`src/rtl/reg_file_mp.sv`:
```
// Multi-read-port register file with handshaked writes and a post-reset clear sequencer.
// Optional build macro RF_BYPASS_EN selects write-first read bypass; read-first when undefined.
module reg_file_mp #(
  parameter int unsigned DATA_W   = 32,
  parameter int unsigned ADDR_W   = 5,
  parameter int unsigned NUM_RD   = 2,
  parameter int unsigned ZERO_REG = 1
) (
  input  logic                       clk,
  input  logic                       rst_n,
  input  logic [NUM_RD*ADDR_W-1:0]   rd_addr,
  output logic [NUM_RD*DATA_W-1:0]   rd_data,
  input  logic                       wr_en,
  input  logic [ADDR_W-1:0]          wr_addr,
  input  logic [DATA_W-1:0]          wr_data,
  output logic                       wr_ready,
  output logic                       wr_drop,
  output logic                       init_busy
);

  localparam int unsigned DEPTH = 1 << ADDR_W;

  typedef enum logic {
    CLEAR = 1'b0,
    READY = 1'b1
  } state_t;

  state_t             state, state_nxt;
  logic [ADDR_W-1:0]  clr_idx, clr_idx_nxt;
  logic               init_busy_nxt, wr_ready_nxt, wr_drop_nxt;
  logic               wr_zero_c;
  logic               wr_acc_c;
  logic               mem_we_c;
  logic [ADDR_W-1:0]  mem_addr_c;
  logic [DATA_W-1:0]  mem_din_c;
  logic [DATA_W-1:0]  mem [DEPTH];

  assign wr_zero_c = (ZERO_REG != 0) && (wr_addr == '0);

  // State, sequencer index and registered status outputs
  always_ff @(posedge clk or negedge rst_n) begin
    if (!rst_n) begin
      state     <= CLEAR;
      clr_idx   <= '0;
      init_busy <= 1'b1;
      wr_ready  <= 1'b0;
      wr_drop   <= 1'b0;
    end else begin
      state     <= state_nxt;
      clr_idx   <= clr_idx_nxt;
      init_busy <= init_busy_nxt;
      wr_ready  <= wr_ready_nxt;
      wr_drop   <= wr_drop_nxt;
    end
  end

  // Next state, array write port selection and status next values
  always_comb begin
    state_nxt   = state;
    clr_idx_nxt = clr_idx;
    wr_acc_c    = 1'b0;
    mem_we_c    = 1'b0;
    mem_addr_c  = wr_addr;
    mem_din_c   = wr_data;

    case (state)
      CLEAR: begin
        mem_we_c    = 1'b1;
        mem_addr_c  = clr_idx;
        mem_din_c   = '0;
        clr_idx_nxt = clr_idx + ADDR_W'(1);
        if (clr_idx == ADDR_W'(DEPTH - 1)) begin
          state_nxt   = READY;
          clr_idx_nxt = '0;
        end
      end
      READY: begin
        wr_acc_c = wr_en && wr_ready && !wr_zero_c;
        mem_we_c = wr_acc_c;
      end
      default: begin
        state_nxt   = CLEAR;
        clr_idx_nxt = '0;
      end
    endcase

    init_busy_nxt = (state_nxt == CLEAR);
    wr_ready_nxt  = (state_nxt == READY);
    wr_drop_nxt   = wr_en && !wr_ready;
  end

  // Array storage; gated by rst_n so nothing lands while reset is held
  always_ff @(posedge clk) begin
    if (rst_n && mem_we_c) begin
      mem[mem_addr_c] <= mem_din_c;
    end
  end

  // Combinational read lanes
  for (genvar k = 0; k < NUM_RD; k++) begin : g_rd
    logic [ADDR_W-1:0] addr_k;
    logic [DATA_W-1:0] lane_k;

    assign addr_k = rd_addr[k*ADDR_W +: ADDR_W];

    always_comb begin
      lane_k = mem[addr_k];
`ifdef RF_BYPASS_EN
      if (wr_acc_c && (wr_addr == addr_k)) begin
        lane_k = wr_data;
      end
`endif
      if (init_busy || ((ZERO_REG != 0) && (addr_k == '0))) begin
        lane_k = '0;
      end
    end

    assign rd_data[k*DATA_W +: DATA_W] = lane_k;
  end

endmodule
```
`config.mk`:
```
export PLATFORM = sky130hd
export DESIGN_NAME = reg_file_mp
export DESIGN_NICKNAME = d
export VERILOG_FILES = /design/src/rtl/reg_file_mp.sv
export SDC_FILE = /design/constraint.sdc
export NUM_CORES = 1
export LEC_CHECK = 0
export ABC_AREA = 0
export BUFFER_PORTS_ARGS = -buffer_cell sky130_fd_sc_hd__clkbuf_2
export CAP_MARGIN = 0
export CORE_ASPECT_RATIO = 0.5
export CORE_MARGIN = 8
export CORE_UTILIZATION = 30
export CTS_CLUSTER_DIAMETER = 150
export DETAILED_ROUTE_END_ITERATION = 12
export GPL_TIMING_DRIVEN = 0
export PLACE_DENSITY = 0.54
export SETUP_SLACK_MARGIN = 0.1
export SYNTH_ARGS = -nofsm -noshare
export SYNTH_HDL_FRONTEND = slang
export SYNTH_SLANG_ARGS = --single-unit
```
`constraint.sdc`:
```
create_clock -name clk -period 4.8 [get_ports clk]
set_input_delay 0.48 -clock clk [delete_from_list [all_inputs] [get_ports clk]]
set_output_delay 0.48 -clock clk [all_outputs]
set_load 0.02 [all_outputs]
```
==> results of run 1 <==
## placed cells by master (no fill, tap or decap), types with 5 or more instances in the layout
| cell type | count |
|---|---|
| nor3_1 | 5 |
| diode_2 | 6 |
| and2_2 | 8 |
| buf_12 | 28 |
| clkbuf_1 | 106 |
| clkbuf_16 | 108 |
| clkinv_1 | 26 |
| edfxtp_1 | 1024 |
| a22o_1 | 62 |
| bufinv_16 | 11 |
| nor2b_1 | 9 |
| nand3_1 | 140 |
| clkbuf_2 | 112 |
| mux4_2 | 253 |
| dfrtp_1 | 7 |
| mux2i_1 | 521 |
| nand2_1 | 67 |
| and2_1 | 32 |
| buf_6 | 12 |
| clkinv_2 | 15 |
| buf_2 | 90 |
| nor2_1 | 11 |
| nand4_1 | 65 |
| a22oi_1 | 259 |
| nor2_4 | 32 |
| a31oi_1 | 59 |
| o21ai_0 | 5 |
| buf_4 | 42 |
## how the worst max path moves through the flow
stage / depth (start not counted) / slack (ps) / end
CTS: 7 / 120 / rd_data[18]
finish: 9 / -120 / rd_data[51]
detailed placement: 8 / 70 / rd_data[50]
floorplan: 5 / 1480 / mem[10][0]
global route: 9 / 100 / rd_data[51]
global placement: 5 / -790 / mem[7][21]
## cell type report
cell class                      instances  area (µm²)
Sequential cell                      1032       31000
Tap cell                             2120        2650
Inverter                                2        7.51
Fill cell                           15213      104000
Multi-Input combinational cell       1565       16300
Buffer                                230        1210
Timing Repair Buffer                  149        1290
Clock buffer                          128        2760
Clock inverter                         58         552
Antenna cell                            6        15.0
## report_power, final
part	leakage, nW	total (mW)	switching [mW]	internal [mW]
logic	7.64	2.01	1.42	0.583
registers	9.31	9.93	0.00269	9.92
clock network	1.61	8.17	3.53	4.64
## cells in the mapped netlist, types with 3 or more instances
library cell / instances
mux4_2: 253
buf_1: 4
clkbuf_1: 85
nor4b_2: 3
a22o_1: 62
o21ai_0: 5
buf_4: 40
buf_6: 11
nand2_1: 67
buf_2: 90
nand4_1: 65
a31oi_1: 62
a22oi_1: 259
mux2i_1: 521
mux2_2: 4
and2_1: 40
nand3_1: 140
nor2b_1: 9
dfrtp_1: 7
edfxtp_1: 1024
nor3_1: 6
nor2_1: 44
## cells by family after synthesis
logic type	Yosys count	share of synthesized area
mux	778	0.228
fa+ha+maj	2	0.000520
simple gates	389	0.0420
buf+inv	232	0.0253
flops	1032	0.643
compound gates	396	0.0613
## repair_timing
action	4_1_cts	5_1_grt
resized for setup	1	3
setup endpoints to repair	3	3
endpoints found under the hold margin	8	0
hold buffers	1	0
## per-stage QoR
| step | hold slack (ps) | cells | TNS, ps | utilization |
|---|---|---|---|---|
| detailed placement | 380 | 5096 | 0 | 0.327 |
| global placement | 358 | 5061 | -507080 | 0.321 |
| CTS | 23.2 | 5283 | 0 | 0.347 |
| global route | 44.3 | 5285 | 0 | 0.348 |
| floorplan | 184 | 2829 | 0 | - |
| finish | 69.5 | 5290 | -148 | 0.348 |
## sequential cells by signal (all words and copies together) (netlist names)
name,flops
state,1
mem,1024
init_busy,1
clr_idx,5
wr_drop,1
## routing by layer
metal / up-vias / global-route usage / wire length (µm)
met5: - / 0 / 29
met4: 4 / 0.0592 / 5930
met3: 340 / 0.0794 / 24700
met2: 2048 / 0.304 / 79500
met1: 16332 / 0.270 / 73300
li1: 12335 / - / -
==> results.toml, run 1 <==
[run_status]
outcome = "finished, violations left"
violations = "capacitance limit, slew limit, setup timing"

[placed_design]
dp_hpwl_um = 127000
gp_congestion = 0.952
io_buffers = 112
post-place-ws_ps = 65.7
dpl_cell_area_um2 = 52300

[yosys]
synth_edf_count = 1024
syn_avg_cell_area_um2 = 17.0
yosysWarnings = 0
synth-seq-area-share = 0.643
postSynthCellCount = 2829
syn-cell-area_um2 = 48100
async_flop_share = 0.00775
yosysUniqueCellTypes = 42
synth_area_leaders = "edfxtp_1, mux4_2, mux2i_1"
yosys.area.top_type = "edfxtp_1"
synth_seq_cells = 1032
synthFlopType = "edfxtp_1"
synth_fp_nets = 2881
synth_top_area_frac = 0.639

[route]
postRouteWirelength_um = 183000
dr.pass1.iters = 6
routedWlPerCell_um = 34.7
vias_per_cell = 5.87
vias = 31059
drc_errors = 0
drt.antenna.violating_nets = 0
drtIter0Drc = 4447

[die]
die_y_um = 299
rows = 104
initial_core_util = 0.301
coreArea_um2 = 160000
num_io_pins = 117
die_x_um = 582
fp.dieArea_um2 = 174000

[critical_path]
crit_chain = "clkbuf_2 -> buf_4 -> nor2b_1 -> clkbuf_1 -> clkbuf_1 -> a22oi_1 -> a31oi_1 -> nand4_1 -> clkbuf_2"
arrival_ps = 4440
cp-startpoint = "rd_addr[7]"
crit_family = "buffers and inverters"
r2r_setup_slack_ps = 1370
critical_path.max_stage_delay_ps = 1130
worstPathMaxFanout = 10
cpMaxStageDelayCell = "clkbuf_1"
crit_path_start_kind = "input pin"
crit_buf_inv = 5
path_class = "in2out"
r2r_cells = 4
worstReg2RegEnd = "mem[27][24]"
cp-end-kind = "output pin"
cp.required_ps = 4320
worstReg2RegStart = "state"

[grt]
grt_first_pass_wirelength_um = 248000
gr-total-overflow = 0
grt_max_degree = 33
gr-usage-all-layers = 0.202
grt_pass1_vias = 30695
antenna_found_initial = 11

[timing]
maxSlewHeadroom = -0.0216
finalSetupViolCount = 2
finClkSkew_ps = 31.4
hold_viol = 0
slew_viol_final = 66
rsz0062_at_grt = "false"
fin_crit_sh = 1.02
fin_ws_ps = -120
max_freq_ghz = 0.203
tightest_slew_ps = 1530
period_minus_slack_ps = 4920

[pwr]
vdd_drop_max_uv = 248
power.density_nw_per_um2 = 361
p_leak_nw = 18.6
p_total_mw = 20.1

[clock_tree]
cts_buffers = 103
clk_pin_slew_ps = 60
cts_root_buf = "clkbuf_16"
clock_latency_ps = 710
clkSinkCount = 1032
post-cts-setup-buffer-count = 0
cts_buffer_depth = 3
cts_tree = "built"
htree_levels = 3

[hold_path]
hold_path_depth = 2
hold_path.class = "in2reg"
hp-start = "wr_en"
min_to = "wr_drop"

[job]
cap_viol_max_count = 3

[layout]
num-nets-final = 3135
drive_gt1_frac = 0.234
fin_area_um2 = 55700
areaGrowthSynthToFinish_pct = 15.7
(Power assumes the default switching activity.)
==> run 2: changes to the inputs <==
Settings changed: CORE_UTILIZATION 30 to 40, PLACE_DENSITY 0.54 to 0.65.
==> results.toml, run 2 (same netlist as run 1, synthesis figures left out) <==
[timing]
period_minus_slack_ps = 4560
rsz0062_at_grt = "false"
fin_crit_sh = 0.949
hold_ws_ps = 67.8
tightest_slew_ps = 1640
fin_ws_ps = 243
slew_viol_final = 114
maxSlewHeadroom = -0.0953
finalSetupViolCount = 0
max_freq_ghz = 0.219
finClkSkew_ps = 27.4
hold_viol = 0
finalSetupTns_ps = 0

[pwr]
p_switching_mw = 4.79
p_leak_nw = 18.5
p_comb_frac = 0.100
p_int_mw = 14.7
power_frac_seq = 0.510
power.density_nw_per_um2 = 355
vdd_drop_max_uv = 300
swShare = 0.246
clockPowerShare = 0.390
p_total_mw = 19.5

[placed_design]
dpl_cell_area_um2 = 51700
gp_congestion = 1.08
io_buffers = 112
dp.cells = 4586
dp_hpwl_um = 123000
post-place-ws_ps = 759

[clock_tree]
clkSinkCount = 1032
cts_resized = 0
cts_root_buf = "clkbuf_16"
hold_buffers = 1
cts_buffers = 98
cts_tree = "built"
htree_levels = 3
cts_buffer_depth = 3
clock_latency_ps = 700
post-cts-setup-buffer-count = 0
clk_pin_slew_ps = 60

[layout]
drive_gt1_frac = 0.231
areaGrowthSynthToFinish_pct = 13.9
num-nets-final = 3131
final_core_util = 0.457
largest_register_ff_count = 1024
final_common_cell = "edfxtp_1"
final_cell_mix = "edfxtp_1, mux2i_1, a22oi_1, mux4_2, nand3_1"
final_cells = 4769
top_regs = "mem x1024, clr_idx x5"
top_register = "mem"
fin_area_um2 = 54800
nFillCells = 10229

[grt]
grt_use_met1 = 0.340
use_met3 = 0.129
grt_pass1_vias = 30683
grtUsageMet2 = 0.361
gr-usage-all-layers = 0.254
busiest_layer = "met2"
gr-total-overflow = 0
antenna_found_initial = 6
grt_max_degree = 33
grt_first_pass_wirelength_um = 237000

[route]
postRouteWirelength_um = 174000
drc_errors = 0
dr.pass1.iters = 9
drt.antenna.violating_nets = 0
vias_per_cell = 6.62
vias = 31559
drtIter0Drc = 5523
routedWlPerCell_um = 36.5

[critical_path]
crit_path_start_kind = "flop"
worstPathMaxFanout = 10
cp.required_ps = 4320
arrival_ps = 4080
path_class = "reg2out"
cp-end-kind = "output pin"

[run_status]
outcome = "finished, violations left"
violations = "capacitance limit, slew limit"

[die]
initial_core_util = 0.401
die_x_um = 507
fp.dieArea_um2 = 132000
coreArea_um2 = 120000
rows = 90
num_io_pins = 117
die_y_um = 261

[hold_path]
hold_path.class = "in2reg"

[job]
cap_viol_max_count = 7
[run 2: metal layers]
layer,wire length [µm],vias up
li1,-,12329
met3,30400,389
met4,5550,4
met2,72600,2477
met5,168,-
met1,65600,16360
[run 2: worst paths after layout]
path / start / endpoint / slack [ps] / cells past startpoint
min: wr_en / wr_drop / 70 / 2
max: init_busy / rd_data[49] / 240 / 7
max reg2reg: state / mem[14][24] / 1350 / 6
min in group asynchronous: rst_n / wr_drop / 220 / 2
max in group asynchronous: rst_n / init_busy / 4300 / 2
min reg2reg: clr_idx[3] / clr_idx[3] / 600 / 2
[run 2: layout make-up]
cell class / count / area, µm² / share of cell area
antenna: 3 / 7.51 / 0.000137
buffer: 230 / 1210 / 0.0220
clock buffer: 125 / 2620 / 0.0477
clock inverter: 52 / 405 / 0.00740
inverter: 2 / 7.51 / 0.000137
multi-input combinational: 1565 / 16200 / 0.296
sequential: 1032 / 31000 / 0.565
tap: 1610 / 2010 / 0.0367
timing repair buffer: 150 / 1380 / 0.0252
[run 2: power groups by stage]
stage	sequential, mW	clock, mW	combinational (mW)
global route	9.92	7.93	1.96
floorplan	10.1	0	1.05
CTS	9.93	7.60	1.85
finish	9.92	7.60	1.94
global placement	10.1	0	1.81
detailed placement	10.1	0	1.85
[run 2: critical path, stage by stage, from the launching register on]
cell and delay (ps):
dfstp_2 430, buf_2 210, and3b_1 450, clkbuf_1 420, clkbuf_1 700, nand3_1 540
nand4_1 400, clkbuf_2 230
